===== config.mk =====
export PLATFORM = sky130hd
export DESIGN_NAME = dtpm_bb_monitor
export DESIGN_NICKNAME = d
export VERILOG_FILES = /design/src/rtl/dtpm_bb_monitor.sv
export SDC_FILE = /design/constraint.sdc
export NUM_CORES = 1
export LEC_CHECK = 0
export CORE_AREA = 4 4 191 193
export DETAILED_ROUTE_END_ITERATION = 7
export DIE_AREA = 0 0 195 197
export PLACE_DENSITY_LB_ADDON = 0.1
export SLEW_MARGIN = 5
export SYNTH_ARGS = -nofsm -noshare
export SYNTH_HDL_FRONTEND = slang
export SYNTH_SLANG_ARGS = --single-unit

===== constraint.sdc =====
create_clock -name clk -period 2.54 [get_ports clk]
set_input_delay 0.508 -clock clk [delete_from_list [all_inputs] [get_ports clk]]
set_output_delay 0.508 -clock clk [all_outputs]
set_load 0.05 [all_outputs]

===== src/rtl/dtpm_bb_monitor.sv =====
// ---------------------------------------------------------------------------
// dtpm_bb_monitor
//
// Run-time basic-block integrity monitor. It sits behind the DTPM
// precomputed-hash cache in the fetch path. The cache's start/end hit flags
// mark where basic blocks begin and end. Every fetched instruction inside a
// block is folded into a 128-bit running digest. At block end the digest is
// compared with the precomputed hash from the cache, a pass/fail result is
// reported, and a sticky violation flag is kept.
//
// Ports:
//   clk            in   rising-edge clock
//   reset_n        in   asynchronous active-low reset
//   fetch_valid    in   fetch presented this cycle (qualifies all fetch inputs)
//   fetch_inst     in   fetched instruction word
//   hit_start_addr in   cache: fetch address starts a basic block
//   hit_end_addr   in   cache: fetch address ends a basic block
//   exp_hash       in   cache: precomputed hash (valid with hit_end_addr)
//   cache_index    in   cache: entry index (valid with hit_end_addr)
//   clr_violation  in   clears the sticky violation flag
//   bb_active      out  a basic block is being tracked
//   chk_valid      out  one-cycle pulse, block result available
//   chk_pass       out  block passed (qualified by chk_valid)
//   chk_fail       out  block failed (qualified by chk_valid)
//   err_code       out  00 OK, 01 MISMATCH, 10 UNTERMINATED, 11 OVERFLOW
//   chk_index      out  cache index of the reported block
//   calc_hash      out  computed digest of the reported block
//   inst_count     out  instruction count of the reported block
//   violation      out  sticky, set on any failed block
// ---------------------------------------------------------------------------
module dtpm_bb_monitor #(
  parameter int INST_WIDTH = 32,
  parameter int CNT_W      = 8,
  parameter int MAX_BB_LEN = 200
) (
  input  logic                  clk,
  input  logic                  reset_n,
  input  logic                  fetch_valid,
  input  logic [INST_WIDTH-1:0] fetch_inst,
  input  logic                  hit_start_addr,
  input  logic                  hit_end_addr,
  input  logic [127:0]          exp_hash,
  input  logic [6:0]            cache_index,
  input  logic                  clr_violation,
  output logic                  bb_active,
  output logic                  chk_valid,
  output logic                  chk_pass,
  output logic                  chk_fail,
  output logic [1:0]            err_code,
  output logic [6:0]            chk_index,
  output logic [127:0]          calc_hash,
  output logic [CNT_W-1:0]      inst_count,
  output logic                  violation
);

  typedef enum logic [1:0] {IDLE, TRACK, CHECK} state_t;

  localparam logic [1:0] ERR_OK       = 2'b00;
  localparam logic [1:0] ERR_MISMATCH = 2'b01;
  localparam logic [1:0] ERR_UNTERM   = 2'b10;
  localparam logic [1:0] ERR_OVERFLOW = 2'b11;

  localparam logic [CNT_W-1:0] MAX_CNT = CNT_W'(MAX_BB_LEN);

  state_t           state;
  logic [127:0]     digest;
  logic [CNT_W-1:0] count;
  logic [127:0]     exp_hash_q;
  logic [6:0]       index_q;
  logic             hash_match;
  logic             fail_next;

  // Rotate-left by 32, then XOR the new instruction into the low bits.
  function automatic logic [127:0] fold(input logic [127:0] d,
                                        input logic [INST_WIDTH-1:0] inst);
    return {d[95:0], d[127:96]} ^ {{(128-INST_WIDTH){1'b0}}, inst};
  endfunction

  // Predicts whether the coming edge raises chk_fail, so the sticky flag
  // sets on the same edge and wins over a simultaneous clear.
  always_comb begin
    hash_match = (digest == exp_hash_q);
    fail_next  = 1'b0;
    if (state == CHECK)
      fail_next = !hash_match;
    else if (state == TRACK && fetch_valid && !hit_end_addr)
      fail_next = hit_start_addr || (count == MAX_CNT);
  end

  always_ff @(posedge clk or negedge reset_n) begin
    if (!reset_n) begin
      state      <= IDLE;
      digest     <= '0;
      count      <= '0;
      exp_hash_q <= '0;
      index_q    <= '0;
      bb_active  <= 1'b0;
      chk_valid  <= 1'b0;
      chk_pass   <= 1'b0;
      chk_fail   <= 1'b0;
      err_code   <= ERR_OK;
      chk_index  <= '0;
      calc_hash  <= '0;
      inst_count <= '0;
      violation  <= 1'b0;
    end else begin
      chk_valid <= 1'b0;
      chk_pass  <= 1'b0;
      chk_fail  <= 1'b0;

      if (fail_next)
        violation <= 1'b1;
      else if (clr_violation)
        violation <= 1'b0;

      case (state)
        IDLE: begin
          // Orphan ends and plain fetches are ignored here.
          if (fetch_valid && hit_start_addr) begin
            state     <= TRACK;
            bb_active <= 1'b1;
            digest    <= fold('0, fetch_inst);
            count     <= CNT_W'(1);
          end
        end

        TRACK: begin
          if (fetch_valid) begin
            if (hit_end_addr) begin
              // End has priority over a start hit on the same fetch.
              state      <= CHECK;
              bb_active  <= 1'b0;
              digest     <= fold(digest, fetch_inst);
              count      <= count + CNT_W'(1);
              exp_hash_q <= exp_hash;
              index_q    <= cache_index;
            end else if (hit_start_addr) begin
              // Old block never ended: report it and restart on this fetch.
              chk_valid  <= 1'b1;
              chk_fail   <= 1'b1;
              err_code   <= ERR_UNTERM;
              calc_hash  <= digest;
              inst_count <= count;
              chk_index  <= '0;
              digest     <= fold('0, fetch_inst);
              count      <= CNT_W'(1);
            end else if (count == MAX_CNT) begin
              chk_valid  <= 1'b1;
              chk_fail   <= 1'b1;
              err_code   <= ERR_OVERFLOW;
              calc_hash  <= digest;
              inst_count <= count;
              chk_index  <= '0;
              state      <= IDLE;
              bb_active  <= 1'b0;
              digest     <= '0;
              count      <= '0;
            end else begin
              digest <= fold(digest, fetch_inst);
              count  <= count + CNT_W'(1);
            end
          end
        end

        CHECK: begin
          chk_valid  <= 1'b1;
          chk_pass   <= hash_match;
          chk_fail   <= !hash_match;
          err_code   <= hash_match ? ERR_OK : ERR_MISMATCH;
          calc_hash  <= digest;
          inst_count <= count;
          chk_index  <= index_q;
          // A start hit in this cycle opens the next block back-to-back.
          if (fetch_valid && hit_start_addr) begin
            state     <= TRACK;
            bb_active <= 1'b1;
            digest    <= fold('0, fetch_inst);
            count     <= CNT_W'(1);
          end else begin
            state     <= IDLE;
            bb_active <= 1'b0;
            digest    <= '0;
            count     <= '0;
          end
        end

        default: begin
          state     <= IDLE;
          bb_active <= 1'b0;
        end
      endcase
    end
  end

endmodule


==> flow_metrics.env, run 1 <==
export IMPL_detail_route_wirelength_mm=57.2
export IMPL_finalMaxSlewViolations=0
export IMPL_post_route_min_period_ps=2420
export IMPL_htree_levels=2
export IMPL_clk_pin_slew_ps=60
export IMPL_timing_critical_path_cells="xnor2_1 > nand4_1 > nor4_1 > nand4_1 > nor4_1 > buf_4 > a21boi_0"
export IMPL_final_core_util_pct=69.5
export IMPL_floorplan_initialDensity_pct=52.7
export IMPL_net_switching_share_of_the_total_power_pct=40.5
export IMPL_netlist_area_sq_mm=0.0182
export IMPL_setup_repair_after_global_routing_missed_its_margin="false"
export IMPL_worstReg2RegStart="digest[124]"
export IMPL_worstReg2RegEnd="chk_fail"
export IMPL_clock_sinks=423
export IMPL_grt_usage_pct=29.0
export IMPL_synth_distinct_cells=39
export IMPL_first_iter_violations=1285
export IMPL_min_path_cells=2
export IMPL_final_min_period_over_clock_period_pct=95.3
export IMPL_clock_buffers_created_by_tritoncts=44
export IMPL_synth_cells=1480
export IMPL_die_height_um=197
export IMPL_hold_violations=0
export IMPL_path_max_fanout=5
export IMPL_antenna_found_initial=4
export IMPL_die_width_um=195
export IMPL_synth_seq_cells=423
export IMPL_synth_avg_cell_area_sq_um=12.3
export IMPL_timing_hold_worst_class="reg -> reg"
export IMPL_num_io_pins=323
export IMPL_pwr_density_cell_mw_per_mm2=1300
export IMPL_globalplace_congestion=0.910
export IMPL_setup_reg_to_reg_worst_slack_ps=120
export IMPL_core_area_sq_mm=0.0345
export IMPL_static_power_due_to_leakage_nw=10.4
export IMPL_vias=13400
export IMPL_startpoint_type="flip-flop"
export IMPL_cpLargestDelayFamily="simple AND/OR/NAND/NOR gates"
export IMPL_max_stage_delay_ps=480
export IMPL_layout_area_overhead_vs_synth_pct=31.8
export IMPL_aggregate_global_routing_overflow=0
export IMPL_clock_path_buffers=3
export IMPL_drc=0
export IMPL_detailedRoute_firstPassIterationCount=6
export IMPL_timing_critical_path_slowest_stage_cell="xnor2_1"
export IMPL_number_of_buffers_and_inverters_on_the_critical_path=1
export IMPL_timing_hold_worst_start="index_q[0]"
export IMPL_grt_pass1_vias=13600
export IMPL_vdd_ir_drop_max_mv=0.862
export IMPL_layout_drive_gt1_share_pct=23.5
export IMPL_worstSkewPairLatency_ps=550
export IMPL_rows=68
export IMPL_vias_per_cell=5.74
export IMPL_numPortBuffers=322
export IMPL_p_sw_mw=12.7
export IMPL_p_clk_share_pct=20.2
export IMPL_largest_net_degree_at_the_start_of_global_routing=80
export IMPL_cp_required_ps=2950
export IMPL_critPathCaptureType="flip-flop"
export IMPL_path_class="reg -> reg"
export IMPL_cap_violations=0
export IMPL_synth_nets=1659
export IMPL_yosys_warnings=0
export IMPL_worst_hold_path_endpoint="chk_index[0]"
export IMPL_clock_root_buffer="clkbuf_16"
export IMPL_critical_path_arrival_ps=2830
export IMPL_ys_seq_area_share_pct=58.2
export IMPL_setup_viol=0
export IMPL_power_combinational_fraction_pct=43.8
export IMPL_cts_repair_timing_setup_buffer_count=0
export IMPL_status="complete, no violations"
export IMPL_fin_tns_setup_ps=0
export IMPL_skew_ps=21.6
export IMPL_ant_nets=0
export IMPL_r2r_cells=7
export IMPL_hpwl_dp_mm=42.3
export IMPL_cts_tree="yes"
export IMPL_max_freq_mhz=413
export IMPL_routedWlPerCell_um=24.4
export IMPL_power_share_sequential_pct=36.0
export IMPL_first_pass_grt_wire_length_mm=85.0
export IMPL_final_nets=2030
export IMPL_slew_headroom_pct=51.5
export IMPL_dieArea_sq_mm=0.0384
export IMPL_worst_slew_pin_slew_ps=721
export IMPL_intPower_mw=18.6
==> Yosys cell counts (all sizes together) <==
cell / instances / area share (%)
buf: 25 / 1.2
nor4bb: 1 / 0.089
nand3b: 1 / 0.041
xor2: 32 / 1.5
mux2: 272 / 18
nor2: 8 / 0.17
nand2: 214 / 4.4
or2: 2 / 0.069
a41oi: 1 / 0.089
a21boi: 3 / 0.12
o31ai: 2 / 0.082
nand4: 28 / 0.96
mux2i: 1 / 0.055
nor4: 15 / 0.52
o31a: 1 / 0.048
a31oi: 34 / 1.2
nor2b: 3 / 0.10
o21ai: 117 / 3.2
clkbuf: 64 / 1.3
a21oi: 68 / 1.9
or3: 1 / 0.034
nand2b: 2 / 0.069
o211ai: 2 / 0.082
and3: 5 / 0.17
o22ai: 33 / 1.1
nand3: 10 / 0.28
and2: 1 / 0.034
nor3: 1 / 0.027
xnor2: 96 / 4.6
dfrtp: 423 / 58
ha: 6 / 0.41
inv: 8 / 0.17
==> placed cells by master, fill, tap and decap left out, types with 12 or more instances in the layout <==
| master | n |
|---|---|
| nand2_1 | 214 |
| nand4_1 | 28 |
| clkdlybuf4s50_1 | 321 |
| a31oi_1 | 34 |
| o22ai_1 | 33 |
| clkbuf_16 | 45 |
| mux2_4 | 40 |
| mux2_2 | 232 |
| clkbuf_8 | 12 |
| dfrtp_1 | 423 |
| buf_12 | 25 |
| buf_4 | 66 |
| nor4_1 | 15 |
| a21oi_1 | 68 |
| o21ai_0 | 116 |
| xor2_1 | 32 |
| xnor2_1 | 96 |
==> through the flow <==
step | power, mW | cells | instance area (sq um) | hold slack [ps] | setup WS, ps
floorplan | 19.2 | 1480 | 18200 | 212 | 224
global placement | 24.5 | 2259 | 22600 | 453 | 68.7
detailed placement | 24.8 | 2259 | 22600 | 472 | 20.7
CTS | 31.2 | 2338 | 24000 | 482 | 99.3
global route | 32.6 | 2339 | 24000 | 494 | 3.80
finish | 31.2 | 2339 | 24000 | 479 | 118
==> state kept, by name (all words and copies together) (netlist names) <==
signal and flops:
calc_hash 128, digest 128, exp_hash_q 128, count 8, inst_count 8, chk_index 7, index_q 7, err_code 2
state 2, bb_active 1, chk_fail 1, chk_pass 1, chk_valid 1, violation 1
==> power groups by stage <==
stage | combinational, mW | clock (mW) | sequential, mW
floorplan | 6.66 | 0 | 12.5
global placement | 13.3 | 0 | 11.2
detailed placement | 13.5 | 0 | 11.2
CTS | 13.6 | 6.40 | 11.2
global route | 14.5 | 6.68 | 11.5
finish | 13.7 | 6.32 | 11.2
==> worst max path at each step <==
stage / from / end / slack (ps) / cells after the start
final: digest[124] / chk_fail / 120 / 7
after global routing: count[4] / calc_hash[101] / 4 / 8
after CTS: digest[124] / chk_fail / 100 / 7
after detailed placement: hit_start_addr / calc_hash[86] / 20 / 8
after global placement: hit_start_addr / calc_hash[114] / 70 / 8
after floorplan: hit_start_addr / calc_hash[0] / 220 / 10
==> worst reg2reg max path, delay by kind of cell, from the launching register on <==
kind	cells	cell delay, ps
buffers and inverters	1	220
AOI/OAI and AO/OA	1	100
DFF	1	430
xor gates and xnor gates	1	480
and+or+nand+nor	4	1050
==> cell type report <==
class,instances,area (sq um)
sequential,423,10600
inverter,8,30.0
timing repair buffer,414,4230
clock buffer,65,1320
multi-input combinational,960,7150
clock inverter,13,97.6
fill,2593,10600
tap,455,569
antenna,1,2.50
==> kinds of logic after synthesis <==
kind of cell    count (synthesis)  synth area share [%]
buf+inv                        97                  2.73
fa+ha+maj                       6                 0.413
compound gates                261                  7.84
mux                           273                  17.7
flops                         423                  58.2
simple gates                  292                  6.97
xor+xnor                      128                  6.16
==> routing by layer <==
metal / part of all wire [%] / up-vias / global-route usage (%)
met1: 44 / 6763 / 43.4
met3: 8.7 / 102 / 6.60
met2: 44 / 627 / 42.1
met5: 0.059 / - / 0
li1: - / 5929 / -
met4: 3.5 / 6 / 9.78
==> timing repair <==
action,4_1_cts,5_1_grt
hold buffers,1,0
endpoints found under the setup margin,0,95
endpoints found under the hold margin,48,0
resized for setup,0,1
No activity file was read; power rests on OpenSTA's default activity.
==> inputs of run 2 (changes only) <==
CTS_CLUSTER_SIZE = 14   (was unset)
GPL_TIMING_DRIVEN = 0   (was unset)
==> run 2 against run 1 <==
Net effect: the run now ends with hold timing left; via count is 2.5% higher; maximum frequency shrank 4.5%; utilization about the same; clock skew up 1.3 ps; highest routed layer unchanged; critical endpoint is now digest[26]; die area unchanged; design area about the same.
==> flow_metrics.env, run 2 (synthesized netlist as in run 1, its figures left out) <==
export IMPL_hpwl_dp_mm=44.8
export IMPL_ant_nets=0
export IMPL_dieArea_sq_mm=0.0384
export IMPL_ff_latch_area_sq_mm=0.0106
export IMPL_setup_worst_path_start="count[4]"
export IMPL_max_freq_mhz=394
export IMPL_cts_tree="yes"
export IMPL_vdd_ir_drop_max_mv=0.696
export IMPL_power_share_sequential_pct=36.2
export IMPL_die_height_um=197
export IMPL_finalHoldWorstSlack_ps=-18.8
export IMPL_globalplace_congestion=0.903
export IMPL_largest_net_degree_at_the_start_of_global_routing=118
export IMPL_rows=68
export IMPL_finalMaxSlewViolations=0
export IMPL_routedWlPerCell_um=25.7
export IMPL_detail_route_wirelength_mm=60.6
export IMPL_startpoint_type="flip-flop"
export IMPL_critPathCaptureType="flip-flop"
export IMPL_clk_pin_slew_ps=60
export IMPL_antenna_found_initial=4
export IMPL_first_iter_violations=1368
export IMPL_failed_checks="hold timing"
export IMPL_biggestRegsByFlops="calc_hash: 128 flops, digest: 128 flops, exp_hash_q: 128 flops"
export IMPL_worst_slew_pin_slew_ps=1010
export IMPL_slew_headroom_pct=32.7
export IMPL_critical_path_arrival_ps=2920
export IMPL_floorplan_initialDensity_pct=52.7
export IMPL_timing_hold_worst_class="in -> async"
export IMPL_numPortBuffers=321
export IMPL_hold_violations=7
export IMPL_post_route_min_period_ps=2540
export IMPL_path_class="reg -> reg"
export IMPL_drc=0
export IMPL_multi_input_comb_area_sq_mm=0.00719
export IMPL_worstSkewPairLatency_ps=560
export IMPL_status="finished with violations"
export IMPL_vias=13800
export IMPL_p_clk_share_pct=21.1
export IMPL_final_cell_mix="dfrtp_1 (421), clkdlybuf4s50_1 (320), mux2_2 (232)"
export IMPL_num_io_pins=323
export IMPL_grt_pass1_vias=13900
export IMPL_final_min_period_over_clock_period_pct=99.8
export IMPL_htree_levels=2
export IMPL_net_switching_share_of_the_total_power_pct=41.1
export IMPL_clock_sinks=423
export IMPL_final_common_cell="dfrtp_1"
export IMPL_worstReg2RegEnd="digest[26]"
export IMPL_cp_required_ps=2930
export IMPL_clock_path_buffers=3
export IMPL_cap_violations=0
export IMPL_layout_drive_gt1_share_pct=22.5
export IMPL_path_max_fanout=10
export IMPL_n_fill_cell=2587
export IMPL_power_combinational_fraction_pct=42.6
export IMPL_p_sw_mw=13.0
export IMPL_aggregate_global_routing_overflow=0
export IMPL_setup_repair_after_global_routing_missed_its_margin="true"
export IMPL_final_core_util_pct=69.4
export IMPL_vias_per_cell=5.84
export IMPL_r2r_cells=10
export IMPL_core_area_sq_mm=0.0345
export IMPL_grt_usage_pct=30.6
export IMPL_setup_viol=0
export IMPL_worstSetupEndpoint="digest[26]"
export IMPL_die_width_um=195
export IMPL_fin_tns_setup_ps=0
export IMPL_pwr_density_cell_mw_per_mm2=1320
export IMPL_layout_area_overhead_vs_synth_pct=31.8
export IMPL_skew_ps=23.0
export IMPL_intPower_mw=18.6
export IMPL_first_pass_grt_wire_length_mm=88.3
export IMPL_clock_root_buffer="clkbuf_16"
export IMPL_final_nets=2045
export IMPL_static_power_due_to_leakage_nw=10.3
export IMPL_worstReg2RegStart="count[4]"
export IMPL_detailedRoute_firstPassIterationCount=5
export IMPL_setup_reg_to_reg_worst_slack_ps=5
export IMPL_clock_buffers_created_by_tritoncts=45
[run 2: cell count changes in the layout (fill, tap and decap cells not counted), moves of 3 or more]
cell and delta:
buf_12 -15, clkbuf_2 +24, clkbuf_1 +40, buf_16 +5, buf_6 +5, clkinv_2 -3, buf_4 -48
[run 2: worst min path at each step]
| stage | slack [ps] | startpoint | end |
|---|---|---|---|
| 2_1_floorplan | 210 | reset_n | bb_active |
| 3_3_place_gp | 450 | index_q[4] | chk_index[4] |
| 3_5_place_dp | 470 | index_q[1] | chk_index[1] |
| 4_1_cts | 30 | reset_n | digest[24] |
| 5_1_grt | 60 | reset_n | chk_index[3] |
| 6_report | -20 | reset_n | chk_index[3] |
[run 2: power by group through the flow]
stage	combinational [mW]	clock [mW]	sequential [mW]
floorplan	6.66	0	12.5
global placement	12.6	0	11.4
detailed placement	12.8	0	11.5
CTS	13.3	6.74	11.3
global route	14.2	7.02	11.6
finish	13.5	6.67	11.4
[run 2: area by class of cell]
cell class              instances  share of cell area, %
plain buffers                  82                   2.14
inverters                       8                  0.125
multi-input cells             960                   30.0
diodes                          2                 0.0209
repair buffers                346                   14.9
clock inverters                13                  0.626
well taps                     455                   2.37
clock buffers                  70                   5.67
flip-flops and latches        423                   44.2
[run 2: per-layer routing]
metal | vias up | global-route usage, % | part of all wire (%)
met2 | 705 | 47.9 | 46
met3 | 123 | 7.74 | 9.6
li1 | 5966 | - | -
met1 | 6971 | 42.0 | 40
met5 | - | 0 | 0.043
met4 | 4 | 10.9 | 3.7
[run 2: what timing repair did]
item | in CTS | in global routing
buffers inserted | 16 | 3
setup endpoints to repair | 410 | 205
cloned | 4 | 0
pin swaps | 7 | 6
resized for setup | 40 | 35
hold buffers | 0 | 0
[run 2: worst max-delay path, stage by stage (launching register included)]
cell	delay [ps]
dfrtp_2	450
nor4bb_4	350
a41oi_2	210
buf_4	200
o211ai_1	180
buf_4	170
clkbuf_4	220
buf_4	220
a31oi_1	80
o22ai_1	200
a21oi_1	80
[run 2: stage by stage]
stage	cell area, sq um	total power, mW	cells	hold WS [ps]	worst slack [ps]
after global routing	24000	32.8	2359	63.4	-74.3
after floorplan	18200	19.2	1480	212	224
after CTS	24000	31.4	2359	34.3	2.78
after detailed placement	22100	24.3	2259	472	-1250
after global placement	22000	24.0	2256	453	-17490
final	24000	31.6	2359	-18.8	4.99
==> inputs of run 3 (changes only) <==
HOLD_SLACK_MARGIN = 0.05   (was unset)
==> run 3 against run 2 <==
Net effect: the run ends with setup timing left; flip-flop and latch count stayed put; design area is essentially flat; sequential share of layout area about the same; maximum frequency down 0.20%; highest routed layer unchanged.
==> flow_metrics.env, run 3 (synthesized netlist as in run 1, its figures left out) <==
export IMPL_cap_violations=0
export IMPL_vias_per_cell=5.83
export IMPL_die_height_um=197
export IMPL_detailedRoute_firstPassIterationCount=6
export IMPL_fin_tns_setup_ps=-0.0397
export IMPL_setup_viol=1
export IMPL_clk_pin_slew_ps=60
export IMPL_path_max_fanout=10
export IMPL_path_class="reg -> reg"
export IMPL_first_pass_grt_wire_length_mm=88.3
export IMPL_setup_repair_after_global_routing_missed_its_margin="true"
export IMPL_timing_hold_worst_class="reg -> reg"
export IMPL_timing_critical_path_cells="nor4bb_4 > a41oi_2 > buf_4 > o211ai_1 > buf_4 > clkbuf_4 > buf_4 > a31oi_1 > o22ai_1 > a21oi_1"
export IMPL_r2r_cells=10
export IMPL_number_of_buffers_and_inverters_on_the_critical_path=4
export IMPL_routedWlPerCell_um=25.6
export IMPL_die_width_um=195
export IMPL_finalMaxSlewViolations=0
export IMPL_grt_usage_pct=30.6
export IMPL_failed_checks="setup timing"
export IMPL_worst_hold_path_endpoint="chk_index[1]"
export IMPL_min_path_cells=2
export IMPL_cts_tree="yes"
export IMPL_critical_path_top_cell_by_count="buf_4"
export IMPL_worstReg2RegStart="count[4]"
export IMPL_floorplan_initialDensity_pct=52.7
export IMPL_critPathCaptureType="flip-flop"
export IMPL_final_core_util_pct=69.4
export IMPL_worstReg2RegEnd="digest[26]"
export IMPL_globalplace_congestion=0.903
export IMPL_critical_path_arrival_ps=2930
export IMPL_biggestRegsByFlops="calc_hash: 128 flops, digest: 128 flops, exp_hash_q: 128 flops"
export IMPL_static_power_due_to_leakage_nw=10.3
export IMPL_skew_ps=16.2
export IMPL_dieArea_sq_mm=0.0384
export IMPL_detail_route_wirelength_mm=60.5
export IMPL_layout_area_overhead_vs_synth_pct=31.8
export IMPL_timing_hold_worst_start="index_q[1]"
export IMPL_status="finished with violations"
export IMPL_numPortBuffers=321
export IMPL_post_layout_total_power_mw=31.6
export IMPL_core_area_sq_mm=0.0345
export IMPL_final_common_cell="dfrtp_1"
export IMPL_aggregate_global_routing_overflow=0
export IMPL_clock_sinks=423
export IMPL_final_nets=2046
export IMPL_slew_headroom_pct=33.1
export IMPL_layout_drive_gt1_share_pct=22.4
export IMPL_setup_worst_path_start="count[4]"
export IMPL_max_stage_delay_ps=450
export IMPL_clock_root_buffer="clkbuf_16"
export IMPL_largest_net_degree_at_the_start_of_global_routing=118
export IMPL_setup_reg_to_reg_worst_slack_ps=-0.04
export IMPL_first_iter_violations=1392
export IMPL_clock_buffers_created_by_tritoncts=45
export IMPL_vias=13700
export IMPL_timing_critical_path_slowest_stage_cell="dfrtp_2"
export IMPL_cpLargestDelayFamily="buffers and inverters"
export IMPL_cp_required_ps=2930
export IMPL_cp_depth=10
export IMPL_startpoint_type="flip-flop"
export IMPL_antenna_found_initial=4
export IMPL_layout_setup_ws_ps=-0.0397
export IMPL_max_freq_mhz=394
export IMPL_grt_pass1_vias=13900
export IMPL_drc=0
export IMPL_vdd_ir_drop_max_mv=0.696
export IMPL_post_route_min_period_ps=2540
export IMPL_worstSkewPairLatency_ps=550
export IMPL_final_cell_mix="dfrtp_1 (421), clkdlybuf4s50_1 (320), mux2_2 (232)"
export IMPL_hold_violations=0
export IMPL_ant_nets=0
export IMPL_clock_path_buffers=3
export IMPL_pwr_density_cell_mw_per_mm2=1320
export IMPL_worst_slew_pin_slew_ps=1000
export IMPL_rows=68
export IMPL_hpwl_dp_mm=44.8
export IMPL_num_io_pins=323
export IMPL_htree_levels=2
export IMPL_final_min_period_over_clock_period_pct=100
-- run 3: changes by cell type in the layout (fill, tap and decap cells not counted), sizes merged --
cell / delta
dlygate4sd3: +1
-- run 3: metal layers --
layer / global-route usage (%) / vias up / routed length [um]
met3: 7.74 / 119 / 5920
met2: 48.0 / 723 / 27800
met5: 0 / - / 26
met1: 42.0 / 6921 / 24500
li1: - / 5982 / -
met4: 10.9 / 4 / 2210
-- run 3: layout make-up --
type                            instances  area, sq um
Clock inverter                         13          150
Timing Repair Buffer                  347         3580
Antenna cell                            2         5.00
Clock buffer                           70         1360
Inverter                                8         30.0
Sequential cell                       423        10600
Buffer                                 82          514
Fill cell                            2586        10600
Tap cell                              455          569
Multi-Input combinational cell        960         7190
-- run 3: through the flow --
stage / cell area [sq um] / worst slack (ps) / hold WS, ps / std cells
4_1_cts: 24000 / 2.78 / 485 / 2360
3_5_place_dp: 22100 / -1250 / 472 / 2259
2_1_floorplan: 18200 / 224 / 212 / 1480
6_report: 24000 / -0.0397 / 485 / 2360
5_1_grt: 24000 / -74.3 / 516 / 2360
3_3_place_gp: 22000 / -17490 / 453 / 2256
-- run 3: worst max-delay path by stage --
stage,slack [ps],endpoint
global route,-70,digest[26]
CTS,3,calc_hash[70]
floorplan,220,calc_hash[0]
detailed placement,-1250,exp_hash_q[121]
finish,-0.04,digest[26]
global placement,-17490,calc_hash[49]
-- run 3: timing repair --
action                     CTS  global route
pin swaps                    7             6
hold endpoints to repair    47             0
buffers inserted            16             3
setup endpoints to repair  410           205
hold buffers                 1             0
gates cloned                 4             0
resized for setup           40            35
-- run 3: worst min-delay path, delay by kind of cell (launching register included) --
family	cells	cell delay [ps]
compound gates	1	70
flops	1	330
simple gates	1	40
-- run 3: report_power, final --
part           internal (mW)  switching (mW)
Clock                   3.99            2.69
Sequential              9.05            2.40
Combinational           5.56            7.92
